$ cat src/rtl/countdown_timer.sv
// countdown_timer: loadable down-counter with one-cycle done pulse; define AUTO_RELOAD_EN for periodic reload
module countdown_timer #(
  parameter int WIDTH = 4
) (
  input  logic             clock,
  input  logic             res,
  input  logic             load_valid,
  output logic             load_ready,
  input  logic [WIDTH-1:0] load_value,
  input  logic             enable,
  input  logic             abort,
  output logic [WIDTH-1:0] count,
  output logic             busy,
  output logic             done
);
  typedef enum logic {IDLE, RUN} state_t;
  state_t state, state_n;
  logic [WIDTH-1:0] count_n;
  logic done_n;
`ifdef AUTO_RELOAD_EN
  logic [WIDTH-1:0] reload, reload_n;
`endif
  assign busy = state == RUN;
  assign load_ready = state == IDLE;
  // next state: load in IDLE, abort beats expiry, decrement gated at count==1
  always_comb begin
    state_n = state;
    count_n = count;
    done_n = 1'b0;
`ifdef AUTO_RELOAD_EN
    reload_n = reload;
`endif
    if (state == IDLE) begin
      if (load_valid) begin
        count_n = load_value;
        state_n = load_value == '0 ? IDLE : RUN;
        done_n = load_value == '0;
`ifdef AUTO_RELOAD_EN
        reload_n = load_value;
`endif
      end
    end else if (abort) begin
      count_n = '0;
      state_n = IDLE;
    end else if (enable) begin
      done_n = count == WIDTH'(1);
`ifdef AUTO_RELOAD_EN
      count_n = done_n ? reload : count - WIDTH'(1);
`else
      count_n = count - WIDTH'(1);
      state_n = done_n ? IDLE : RUN;
`endif
    end
  end
  // state, count and done registers with synchronous reset
  always_ff @(posedge clock) begin
    if (res) begin
      state <= IDLE;
      count <= '0;
      done <= 1'b0;
`ifdef AUTO_RELOAD_EN
      reload <= '0;
`endif
    end else begin
      state <= state_n;
      count <= count_n;
      done <= done_n;
`ifdef AUTO_RELOAD_EN
      reload <= reload_n;
`endif
    end
  end
endmodule
$ cat config.mk
export PLATFORM = sky130hd
export DESIGN_NAME = countdown_timer
export DESIGN_NICKNAME = d
export VERILOG_FILES = /design/src/rtl/countdown_timer.sv
export SDC_FILE = /design/constraint.sdc
export NUM_CORES = 1
export LEC_CHECK = 0
export CORE_AREA = 5 5 42 44
export DETAILED_ROUTE_END_ITERATION = 8
export DIE_AREA = 0 0 47 49
export GPL_ROUTABILITY_DRIVEN = 0
export PLACE_DENSITY = 0.61
export SYNTH_ARGS = -nofsm -noshare
export SYNTH_HDL_FRONTEND = slang
export SYNTH_SLANG_ARGS = --single-unit
$ cat constraint.sdc
create_clock -name clock -period 1.7 [get_ports clock]
set_clock_uncertainty 0.2 [all_clocks]
set_input_delay 0.17 -clock clock [delete_from_list [all_inputs] [get_ports clock]]
set_output_delay 0.17 -clock clock [all_outputs]
set_load 0.005 [all_outputs]
==> metrics <==
Pwr Total 0.450 mW; Layout area overhead 62.3%; CP Buf/Inv Count 2; most frequent cells in the layout clkdlybuf4s50_1 (15), dfxtp_1 (5), buf_4 (5); period utilization 96.2%; # DRC 0; crit path max fanout 10; normalized max-slew margin 75.5%; cts bufs inserted 3; Mapped Nets 53; Worst Hold Path EP count[0]; Peak Freq 0.612 GHz; Avg Inst Size Synth 8.85 sq um; Fillers 156; unique cell type count in the Yosys netlist 25; status finished clean; hold path startpoint count[0]; total die area 2300 sq um; sequential fraction of the synthesis area 32.3%; Initial Utilization 26.5%; Worst Hold Class flip-flop to flip-flop; worst path required time 1.33 ns; cell-internal power 0.317 mW; count of final setup violators 0; CTS Buffer Depth 2; I/O pins 16; post-DP HPWL 868 um; Buffers on Ports 15; DR iter-0 viols 12; PwrDens 746 nW/um^2; WS Path Type flip-flop to output pin; CP Cell Sequence inv_1 > clkdlybuf4s50_1; Total Wirelength 1.15 mm; ratio of cells with drive above 1 in the final layout 18.5%; gate count after technology mapping 42; CP endpoint kind output pin; CTS tree done; setup repair after global routing missed its margin false; remaining global-route overflow 0; Sink Count 6; CP startpoint kind flip-flop; max incr delay on CP 0.52 ns; Synth warnings 0; FF-to-FF path depth 5; Max H-tree Level 1; critical path's slowest cell clkdlybuf4s50_1; Worst-Margin Slew 0.364 ns; DRT Pass-1 Iters 4; WP data arrival 1.27 ns; via count 438; hold depth 2; commonest non-fill, non-tap cell in the layout clkdlybuf4s50_1; Final Hold Viols 0; max_cap viols 0; Comb power frac 31.3%; Die Width 47 um; initial antenna violation count 0; global-route wire length before repair 1.80 mm; Net Sw Frac 29.4%; vias in the first global route 403; Worst VDD drop 0.319 mV; Clock Power Share 30.9%; Post-synth EDFFs 0; WL/cell 14.2 um; setup tns final 0 ns; Detail Route Antenna Nets 0; Inserted Diodes 0; Tmin final 1.64 ns; Psw 0.132 mW; #FFs+latches synth 6; r2r setup slk 0.18 ns; Flop pwr share 37.9%; num rows 14; final slew viol count 0; Via density 5.41; ys async rst share 0%; CP delay by family, top buffers and inverters; pin count of the biggest net entering global routing 11; Reg-to-Reg Start count[1]; nets 78; clk_lat worst skew 0.25 ns; Synth Cell Area 372 sq um; ys flop type dfxtp_1; Die Span Y 49 um; Placeable Area 1400 sq um; Leakage 0.224 nW; Total GRT Usage 10.6%; RR Endpoint count[1]; root buf cell clkbuf_4; Reg clk slew, reported paths 0.04 ns
[cells by family after synthesis]
kind of cell / Yosys count / share of synthesized area (%)
compound gates: 12 / 25.9
simple gates: 19 / 32.0
fa+ha+maj: 2 / 6.73
flops: 6 / 32.3
buf+inv: 3 / 3.03
[area by class of cell]
type	instances	area, sq um	area share, %
multi-input combinational	33	240	39.8
clock buffer	3	22.5	3.73
sequential	6	121	20.1
inverter	3	11.3	1.87
tap	16	20.0	3.32
timing repair buffer	20	188	31.1
[worst max-delay path by stage]
stage                     startpoint         end  slack, ns  cells after the start
after floorplan             count[0]    count[1]       0.21                      5
after global placement    load_valid    count[3]       0.02                      4
after detailed placement  load_valid    count[3]      0.007                      4
after CTS                       busy  load_ready       0.07                      2
after global routing            busy  load_ready      0.009                      2
final                           busy  load_ready       0.06                      2
[state kept, by name (all words and copies together), names as in the netlist]
| signal | cells |
|---|---|
| count | 4 |
| busy | 1 |
| done | 1 |
[layer usage]
layer  GRT usage [%]  wire length, um  up-vias
met5               0                0        -
met4            2.76                9        0
met3            5.54              128        2
met2            14.0              487       22
met1            15.0              527      198
li1                -                -      216
[repair_timing]
action                                  CTS  global route
setup buffers                             0             0
hold buffers                              0             0
gates resized for setup                   1             0
endpoints found under the setup margin    1             0
[per-stage QoR]
step | hold slack [ns] | instance area [sq um] | cells | utilization, % | worst slack [ns]
after global placement | 0.327 | 579 | 78 | 41.3 | 0.0198
after global routing | 0.361 | 603 | 81 | 43.0 | 0.00887
after detailed placement | 0.331 | 579 | 78 | 41.3 | 0.00665
after CTS | 0.338 | 603 | 81 | 43.0 | 0.0681
final | 0.336 | 603 | 81 | 43.0 | 0.0648
after floorplan | 0.0391 | 372 | 42 | - | 0.213
[power groups by stage]
| stage | clock [mW] | sequential [mW] | combinational [mW] |
|---|---|---|---|
| final | 0.139 | 0.170 | 0.141 |
| after global routing | 0.145 | 0.172 | 0.154 |
| after CTS | 0.143 | 0.170 | 0.140 |
| after detailed placement | 0 | 0.172 | 0.139 |
| after global placement | 0 | 0.172 | 0.139 |
| after floorplan | 0 | 0.172 | 0.0603 |
[synthesized netlist by cell type, drive strengths merged, types with 2 or more instances]
cell,n,area [sq um]
a311oi,2,17.5
a21oi,2,10.0
ha,2,25.0
nand2,2,7.51
and2b,2,15.0
nand2b,2,12.5
nor4,2,12.5
inv,3,11.3
nor3,4,20.0
or3b,2,17.5
dfxtp,6,120
[tightest hold or removal path, cell delays in order, from the launching register on]
cell and delay [ns]:
dfxtp_1 0.30, inv_1 0.08, a311oi_1 0.09
Power figures use the tool's default switching activity.
